File: src/rtl/fifo_arb_pkg.sv
// Shared types and defaults for the FIFO write arbiter: state encoding, clog2 helper, parameter defaults.
// Purely declarative; no logic, latency or backpressure of its own.
package fifo_arb_pkg;

  typedef enum logic {
    ARB_IDLE = 1'b0,
    ARB_LOCK = 1'b1
  } arb_state_e;

  localparam int NUM_REQ_DEF   = 4;
  localparam int WORD_SIZE_DEF = 32;
  localparam int MAX_BURST_DEF = 8;

  // Returns at least 1 so single-entry indices still get a real bit.
  function automatic int clog2(input int value);
    int r;
    r = 0;
    for (int i = 0; i < 31; i++) begin
      if ((1 << i) < value) r = i + 1;
    end
    return (r < 1) ? 1 : r;
  endfunction

endpackage

File: src/rtl/fifo_wr_arbiter_rr_picker.sv
// Circular find-first: lowest-offset set bit of req starting at ptr; idx falls back to ptr.
// Purely combinational, zero latency; no backpressure.
module rr_picker
  import fifo_arb_pkg::*;
#(
  parameter int NUM_REQ = NUM_REQ_DEF,
  parameter int IDX_W   = clog2(NUM_REQ)
) (
  input  logic [NUM_REQ-1:0] req,
  input  logic [IDX_W-1:0]   ptr,
  output logic [IDX_W-1:0]   idx,
  output logic               found
);

  logic [IDX_W:0]   sum;
  logic [IDX_W-1:0] cand;

  // Walk offsets high to low so the closest requester to ptr is written last and wins.
  always_comb begin
    idx   = ptr;
    found = 1'b0;
    sum   = '0;
    cand  = '0;
    for (int k = NUM_REQ - 1; k >= 0; k--) begin
      sum = {1'b0, ptr} + (IDX_W + 1)'(k);
      if (sum >= (IDX_W + 1)'(NUM_REQ)) sum = sum - (IDX_W + 1)'(NUM_REQ);
      cand = sum[IDX_W-1:0];
      if (req[cand]) begin
        idx   = cand;
        found = 1'b1;
      end
    end
  end

endmodule

File: src/rtl/fifo_wr_arbiter.sv
// Round-robin arbiter with locked bursts onto one FIFO write port; zero-cycle latency, fifo_full stalls all.
// Optional statistics counters under FIFO_ARB_STATS_EN.
module fifo_wr_arbiter
  import fifo_arb_pkg::*;
#(
  parameter int NUM_REQ   = NUM_REQ_DEF,
  parameter int WORD_SIZE = WORD_SIZE_DEF,
  parameter int MAX_BURST = MAX_BURST_DEF,
  parameter int CNT_W     = 16
) (
  input  logic                           clk,
  input  logic                           rst,
  input  logic [NUM_REQ-1:0]             req_valid,
  input  logic [NUM_REQ-1:0]             req_last,
  input  logic [NUM_REQ*WORD_SIZE-1:0]   req_data,
  output logic [NUM_REQ-1:0]             req_ready,
  input  logic                           fifo_full,
  output logic                           fifo_wr_en,
  output logic [WORD_SIZE-1:0]           fifo_data_in,
  output logic [clog2(NUM_REQ)-1:0]      grant_id,
  output logic                           busy
`ifdef FIFO_ARB_STATS_EN
  ,
  input  logic                           stat_clr,
  output logic [NUM_REQ*CNT_W-1:0]       stat_grants,
  output logic [CNT_W-1:0]               stat_stall
`endif
);

  localparam int IDX_W = clog2(NUM_REQ);
  localparam int BC_W  = clog2(MAX_BURST + 1);

  arb_state_e       state_q, state_d;
  logic [IDX_W-1:0] rr_ptr_q, rr_ptr_d;
  logic [IDX_W-1:0] owner_q, owner_d;
  logic [BC_W-1:0]  beat_cnt_q, beat_cnt_d;

  logic [IDX_W-1:0] pick_idx;
  logic             pick_found;
  logic [IDX_W-1:0] sel;
  logic             xfer;

  rr_picker #(
    .NUM_REQ (NUM_REQ),
    .IDX_W   (IDX_W)
  ) u_rr_picker (
    .req   (req_valid),
    .ptr   (rr_ptr_q),
    .idx   (pick_idx),
    .found (pick_found)
  );

  function automatic logic [IDX_W-1:0] next_idx(input logic [IDX_W-1:0] i);
    return (i == IDX_W'(NUM_REQ - 1)) ? '0 : i + IDX_W'(1);
  endfunction

  always_comb begin
    sel  = (state_q == ARB_LOCK) ? owner_q : pick_idx;
    xfer = rst && !fifo_full &&
           ((state_q == ARB_LOCK) ? req_valid[owner_q] : pick_found);
    req_ready = '0;
    if (rst && !fifo_full) req_ready[sel] = 1'b1;
    fifo_wr_en   = xfer;
    grant_id     = rst ? sel : '0;
    fifo_data_in = rst ? req_data[sel*WORD_SIZE +: WORD_SIZE] : '0;
    busy         = rst && (state_q == ARB_LOCK);
  end

  always_comb begin
    state_d    = state_q;
    rr_ptr_d   = rr_ptr_q;
    owner_d    = owner_q;
    beat_cnt_d = beat_cnt_q;
    if (xfer) begin
      if (state_q == ARB_IDLE) begin
        if (req_last[sel] || MAX_BURST == 1) begin
          rr_ptr_d = next_idx(sel);
        end else begin
          state_d    = ARB_LOCK;
          owner_d    = sel;
          beat_cnt_d = BC_W'(1);
        end
      end else begin
        // Beat count of the word being accepted now is beat_cnt_q + 1.
        if (req_last[owner_q] || beat_cnt_q == BC_W'(MAX_BURST - 1)) begin
          state_d    = ARB_IDLE;
          rr_ptr_d   = next_idx(owner_q);
          beat_cnt_d = '0;
        end else begin
          beat_cnt_d = beat_cnt_q + BC_W'(1);
        end
      end
    end
  end

  always_ff @(posedge clk) begin
    if (!rst) begin
      state_q    <= ARB_IDLE;
      rr_ptr_q   <= '0;
      owner_q    <= '0;
      beat_cnt_q <= '0;
    end else begin
      state_q    <= state_d;
      rr_ptr_q   <= rr_ptr_d;
      owner_q    <= owner_d;
      beat_cnt_q <= beat_cnt_d;
    end
  end

`ifdef FIFO_ARB_STATS_EN
  logic [NUM_REQ*CNT_W-1:0] stat_grants_q, stat_grants_d;
  logic [CNT_W-1:0]         stat_stall_q, stat_stall_d;

  always_comb begin
    stat_grants_d = stat_grants_q;
    stat_stall_d  = stat_stall_q;
    for (int i = 0; i < NUM_REQ; i++) begin
      if (xfer && sel == IDX_W'(i) && stat_grants_q[i*CNT_W +: CNT_W] != {CNT_W{1'b1}})
        stat_grants_d[i*CNT_W +: CNT_W] = stat_grants_q[i*CNT_W +: CNT_W] + CNT_W'(1);
    end
    if ((|req_valid) && fifo_full && stat_stall_q != {CNT_W{1'b1}})
      stat_stall_d = stat_stall_q + CNT_W'(1);
    if (stat_clr) begin
      stat_grants_d = '0;
      stat_stall_d  = '0;
    end
  end

  always_ff @(posedge clk) begin
    if (!rst) begin
      stat_grants_q <= '0;
      stat_stall_q  <= '0;
    end else begin
      stat_grants_q <= stat_grants_d;
      stat_stall_q  <= stat_stall_d;
    end
  end

  assign stat_grants = stat_grants_q;
  assign stat_stall  = stat_stall_q;
`endif

endmodule

File: config.mk
export PLATFORM = sky130hd
export DESIGN_NAME = fifo_wr_arbiter
export DESIGN_NICKNAME = d
export VERILOG_FILES = /design/src/rtl/fifo_arb_pkg.sv /design/src/rtl/fifo_wr_arbiter_rr_picker.sv /design/src/rtl/fifo_wr_arbiter.sv
export SDC_FILE = /design/constraint.sdc
export NUM_CORES = 1
export LEC_CHECK = 0
export CAP_MARGIN = 10
export CORE_MARGIN = 5
export CORE_UTILIZATION = 25
export DETAILED_ROUTE_END_ITERATION = 8
export HOLD_SLACK_MARGIN = 0.02
export PLACE_DENSITY = 0.68
export RECOVER_POWER = 50
export SKIP_CTS_REPAIR_TIMING = 1
export SLEW_MARGIN = 40
export SYNTH_ARGS = -nofsm -noshare
export SYNTH_HDL_FRONTEND = slang
export SYNTH_SLANG_ARGS = --single-unit
File: constraint.sdc
create_clock -name clk -period 4.17 [get_ports clk]
set_clock_uncertainty 0.05 [all_clocks]
set_input_delay 0.834 -clock clk [delete_from_list [all_inputs] [get_ports clk]]
set_output_delay 0.834 -clock clk [all_outputs]
set_load 0.02 [all_outputs]
==> results.toml, run 1 <==
[route]
route.top_layer_used = "met4"
num_vias = 2257
detailed_route_iter0_violations = 63
route.detailed.wl_per_inst_um = 18.5
postRouteWirelength_um = 8540
met2RoutedLength_um = 4400
per_cell_via_count_in_the_routed_design = 4.89
drt_drc_violations_left = 0
detailroute.wirelength.met3_um = 590
wl_met1_um = 3360
ant_nets = 0
firstDrtPassIters = 4

[floorplan]
die-width_um = 97.2
initial_core_utilization_pct = 25.9
fp-row-count = 31
io-pin-count = 179
die-area_sq_um = 9450
floorplan.core_area_sq_um = 7330
floorplan.die.height_um = 97.2

[placement]
detailedPlace.worstSlack_ns = -0.235
gp_congestion = 0.874
dp_cells = 458
place.detailed.hpwl_um = 6960
port_buffers = 178

[cells_and_area]
design.final.nets = 509
postLayoutCoreUtil_pct = 53.0
instances_no_fill = 462
area_growth_pct = 104
layout_commonest_cell = "sky130_fd_sc_hd__clkdlybuf4s50_1"
final_layout_size_suffix_gt1_share_pct = 14.9
antenna-diode-count = 0
layout_common_cells = "139 x sky130_fd_sc_hd__clkdlybuf4s50_1, 38 x sky130_fd_sc_hd__and2_1, 28 x sky130_fd_sc_hd__mux4_2"

[pwr]
power.net_switching_uw = 286
switching_share_pct = 35.1
p_leak_uw = 0.00180
power_density_nw_per_um2 = 209
internal-power_uw = 528
comb_power_share_pct = 73.7
irDropWorstVdd_uv = 150
power_frac_clock_pct = 13.4
seq_power_share_pct = 13.0

[global_routing]
gr-total-overflow = 0
grt_pass1_wl_um = 13000
grt_usage_pct = 17.0
grt_antenna_before_repair = 0
maximum_number_of_pins_on_one_net_before_global_route_repair = 41
grt_pass1_vias = 2367

[timing]
timing.final.setup_violations = 0
hold_violations = 0
post-route-min-period_ns = 4.06
timing.fmax_mhz = 246
finalWorstSetupSlack_ns = 0.107
final.period_utilization_pct = 97.4
worstMarginPinSlew_ns = 0.697
grt_setup_unrepaired = "no"
number_of_slew_limit_violations_in_the_final_report = 0
finalHoldWorstSlack_ns = 0.471
setup-tns-final_ns = 0
max_slew_margin_pct = 53.6

[clock_network]
ctsLongestPathBuffers = 2
numCtsBuffers = 3
htreeDepth = 1
clk_latency_ns = 0.24
path_clk_slew_ns = 0.05
cts.root.buffer_cell = "sky130_fd_sc_hd__clkbuf_8"
tritoncts_clock_tree = "built"
clkSinkCount = 9

[synth]
yosysUniqueCellTypes = 44
synthArstFlopShare_pct = 0
synth_enable_flop_cells = 0
yosysWarnings = 0
post_synth_instance_area_sq_um = 1900
postSynthNetCount = 324
mean_instance_size_in_the_synthesized_netlist_sq_um = 10.6
synth_top_cell_area_share_pct = 33.2
postSynth.topFlopCell = "sky130_fd_sc_hd__dfxtp_1"
yosys-top-cells-area = "sky130_fd_sc_hd__mux4_2 33%, sky130_fd_sc_hd__and2_1 13%, sky130_fd_sc_hd__dfxtp_1 9.5%"
ys_seq_area_share_pct = 9.47
post_synth_inst_count = 179
synth-seq-cells = 9
post-synth-top-area-cell = "sky130_fd_sc_hd__mux4_2"

[critical_path]
worstSetupStartpoint = "req_valid[0]"
cp-start-kind = "primary input"
timing.critical_path.max_delay_family = "buffers and inverters"
worst_setup_path_endpoint = "fifo_data_in[31]"
critical_path.cell_chain = "clkdlybuf4s50_1 -> nor2b_1 -> o21a_1 -> o41a_2 -> buf_12 -> mux4_1 -> and2_1 -> dlymetal6s2s_1"
worst-path-stages = 8
rrSetupSlack_ns = 1.75
crit-reg2reg-launch = "rr_ptr_q[0]"
crit_required_ns = 3.29
arrival_ns = 3.18
timing.critical_path.fanout_max = 8
worstRegToRegCells = 9
timing.critical_path.buf_inv = 3
crit_path_max_incr_delay_ns = 0.47
slowest_cell_on_the_critical_path = "sky130_fd_sc_hd__clkdlybuf4s50_1"
timing.setup.critical_path_class = "primary input to output port"
crit-reg2reg-capture = "rr_ptr_q[0]"
critPathCaptureType = "output port"

[outcome]
outcome = "finished, final reports clean"

[hold_path]
min-delay-path-class = "register to register"

[job]
cap_violations = 0
## worst min-delay path, delay by kind of cell (launching register included)
family | cells | cell delay (ns)
muxes | 1 | 0.06
and+or+nand+nor | 1 | 0.07
DFF | 1 | 0.34
## cells by family (layout without fill, tap and decap cells)
| logic type | Yosys count | count (layout) | synth area share (%) |
|---|---|---|---|
| simple gates | 74 | 74 | 22.1 |
| mux | 39 | 39 | 44.1 |
| flops | 9 | 9 | 9.47 |
| fa+ha+maj | 6 | 6 | 3.95 |
| compound gates | 28 | 28 | 12.6 |
| buf+inv | 23 | 207 | 7.76 |
## cell type report
class | count | area (sq um)
clock buffer | 4 | 45.0
fill | 644 | 3440
inverter | 11 | 41.3
multi-input combinational | 147 | 1550
sequential | 9 | 180
tap | 99 | 124
timing repair buffer | 192 | 1950
## how the worst min path moves through the flow
stage | from | end | slack (ns) | depth (start not counted)
finish | rr_ptr_q[0] | rr_ptr_q[0] | 0.47 | 2
global route | rr_ptr_q[0] | rr_ptr_q[0] | 0.51 | 2
floorplan | rr_ptr_q[0] | rr_ptr_q[0] | 0.43 | 2
global placement | rr_ptr_q[0] | rr_ptr_q[0] | 0.46 | 2
CTS | rr_ptr_q[0] | rr_ptr_q[0] | 0.47 | 2
detailed placement | rr_ptr_q[0] | rr_ptr_q[0] | 0.46 | 2
## sequential cells by signal, summed over array words and instances (netlist names)
signal / flops
rr_ptr_q: 2
owner_q: 2
beat_cnt_q: 4
state_q: 1
## metrics by stage
step | total power (uW) | cell area (sq um)
2_1_floorplan | 453 | 1900
3_3_place_gp | 731 | 3870
3_5_place_dp | 739 | 3870
4_1_cts | 853 | 3920
5_1_grt | 868 | 3890
6_report | 813 | 3890
## cell usage after synthesis, types with 2 or more instances
cell type                   n
sky130_fd_sc_hd__mux4_1     6
sky130_fd_sc_hd__dfxtp_1    9
sky130_fd_sc_hd__inv_2      2
sky130_fd_sc_hd__a21oi_2    2
sky130_fd_sc_hd__a21oi_1    2
sky130_fd_sc_hd__clkbuf_1   4
sky130_fd_sc_hd__o31a_1     2
sky130_fd_sc_hd__nor2b_1    3
sky130_fd_sc_hd__mux2i_1    4
sky130_fd_sc_hd__o21ai_0    3
sky130_fd_sc_hd__nor2_1     9
sky130_fd_sc_hd__buf_12     3
sky130_fd_sc_hd__a21boi_2   2
sky130_fd_sc_hd__buf_2      4
sky130_fd_sc_hd__nand2_1   11
sky130_fd_sc_hd__nand3_1    2
sky130_fd_sc_hd__mux4_2    28
sky130_fd_sc_hd__and2_1    38
sky130_fd_sc_hd__inv_1      9
sky130_fd_sc_hd__or3_1      2
sky130_fd_sc_hd__a31oi_1    5
sky130_fd_sc_hd__or2_2      2
sky130_fd_sc_hd__ha_1       6
## layer usage
metal | track usage [%] | vias up
met5 | 0 | -
met4 | 5.43 | 0
met3 | 3.88 | 17
met2 | 30.4 | 116
met1 | 20.1 | 1057
li1 | - | 1067
## power by group through the flow
stage	sequential [uW]	clock (uW)	combinational, uW
floorplan	100	0	353
global route	106	119	643
CTS	105	113	635
global placement	107	0	624
finish	105	109	599
detailed placement	107	0	632
No activity file was read; power rests on OpenSTA's default activity.
==> inputs of run 2 (changes only) <==
Clock period 4.17 ns to 4 ns, I/O delays scaled along.
==> results.toml, run 2 (same netlist as run 1, synthesis figures left out) <==
[cells_and_area]
antenna-diode-count = 0
top_regs = "beat_cnt_q: 4 flops, owner_q: 2 flops, rr_ptr_q: 2 flops"
nFillCells = 636
registers.top_by_ff_count = "beat_cnt_q"
multi_input_area_sq_um = 1560
final_layout_size_suffix_gt1_share_pct = 15.9
flip_flop_count_of_the_largest_register_all_copies_and_words_added = 4
layout_commonest_cell = "sky130_fd_sc_hd__clkdlybuf4s50_1"
layout_common_cells = "137 x sky130_fd_sc_hd__clkdlybuf4s50_1, 38 x sky130_fd_sc_hd__and2_1, 30 x sky130_fd_sc_hd__dlymetal6s2s_1"
register_area_sq_um = 180
design.final.nets = 511
area_growth_pct = 107

[floorplan]
initial_core_utilization_pct = 25.9
die-width_um = 97.2
io-pin-count = 179
fp-row-count = 31
floorplan.die.height_um = 97.2
die-area_sq_um = 9450
floorplan.core_area_sq_um = 7330

[critical_path]
crit_required_ns = 3.15
cp-start-kind = "primary input"
critPathCaptureType = "output port"
crit-reg2reg-capture = "rr_ptr_q[0]"
rrSetupSlack_ns = 1.67
worstRegToRegCells = 9
critical_path.cell_chain = "clkdlybuf4s50_1 -> or2b_4 -> a21oi_2 -> o41a_4 -> buf_12 -> mux4_1 -> and2_1 -> dlymetal6s2s_1"
crit-reg2reg-launch = "rr_ptr_q[0]"
slowest_cell_on_the_critical_path = "sky130_fd_sc_hd__mux4_1"
arrival_ns = 3.04
crit_path_max_incr_delay_ns = 0.54
timing.critical_path.fanout_max = 13
timing.setup.critical_path_class = "primary input to output port"

[clock_network]
path_clk_slew_ns = 0.04
tritoncts_clock_tree = "built"
clkSinkCount = 9
numCtsBuffers = 3
htreeDepth = 1
ctsLongestPathBuffers = 2
clk_latency_ns = 0.24
cts.root.buffer_cell = "sky130_fd_sc_hd__clkbuf_8"

[global_routing]
grt_pass1_wl_um = 13000
maximum_number_of_pins_on_one_net_before_global_route_repair = 41
grt_usage_pct = 16.8
grt_antenna_before_repair = 0
grt_pass1_vias = 2344
gr-total-overflow = 0

[route]
drt_drc_violations_left = 0
firstDrtPassIters = 4
route.detailed.wl_per_inst_um = 18.4
per_cell_via_count_in_the_routed_design = 4.85
detailed_route_iter0_violations = 53
ant_nets = 0
num_vias = 2250
postRouteWirelength_um = 8540

[placement]
gp_congestion = 0.873
port_buffers = 178
detailedPlace.worstSlack_ns = -0.316
place.detailed.hpwl_um = 6930

[pwr]
p_leak_uw = 0.00187
finalPower_uw = 853
irDropWorstVdd_uv = 171
power_density_nw_per_um2 = 217

[hold_path]
min_from = "rr_ptr_q[1]"
worst_hold_path.num_cells = 2
worstHoldEndpoint = "rr_ptr_q[1]"
min-delay-path-class = "register to register"

[timing]
timing.final.setup_violations = 0
final.period_utilization_pct = 97.3
worstMarginPinSlew_ns = 0.699
finalWorstSetupSlack_ns = 0.107
finalHoldWorstSlack_ns = 0.465
timing.fmax_mhz = 257
max_slew_margin_pct = 53.4
setup-tns-final_ns = 0
hold_violations = 0
post-route-min-period_ns = 3.89
number_of_slew_limit_violations_in_the_final_report = 0
grt_setup_unrepaired = "no"

[outcome]
outcome = "finished, final reports clean"

[job]
cap_violations = 0
## run 2: stage by stage
stage,utilization (%),area (sq um),instances
global route,53.7,3940,464
global placement,53.0,3880,460
floorplan,-,1900,179
finish,53.7,3940,464
CTS,53.6,3930,464
detailed placement,53.0,3880,460
## run 2: worst max path at each step
stage | startpoint | depth (start not counted) | end
3_3_place_gp | req_valid[0] | 8 | fifo_data_in[3]
4_1_cts | req_valid[0] | 8 | fifo_data_in[11]
5_1_grt | req_valid[2] | 8 | fifo_data_in[3]
6_report | req_valid[2] | 8 | fifo_data_in[3]
3_5_place_dp | req_valid[3] | 8 | fifo_data_in[11]
2_1_floorplan | req_valid[0] | 7 | fifo_data_in[10]
## run 2: power by group
part / internal (uW) / leakage [uW] / total, uW / switching [uW]
registers: 97.0 / 0.0000733 / 105 / 8.22
logic: 390 / 0.00177 / 638 / 248
clock network: 69.7 / 0.0000228 / 109 / 39.3
## run 2: layout make-up
| class | instances | area share (%) |
|---|---|---|
| multi-input combinational | 147 | 39.7 |
| tap | 99 | 3.15 |
| sequential | 9 | 4.58 |
| inverter | 11 | 1.05 |
| clock buffer | 4 | 1.14 |
| timing repair buffer | 194 | 50.4 |
## run 2: metal layers
metal / vias to the layer above / wire length (um) / track usage (%)
met3: 15 / 620 / 3.59
met4: 0 / 178 / 4.58
met2: 103 / 4420 / 30.9
li1: 1067 / - / -
met5: - / 0 / 0
met1: 1065 / 3320 / 19.6
## run 2: critical path, delay by kind of cell
family | cells | cell delay, ns
buf+inv | 3 | 0.90
mux | 1 | 0.54
compound gates | 2 | 0.34
simple gates | 2 | 0.46
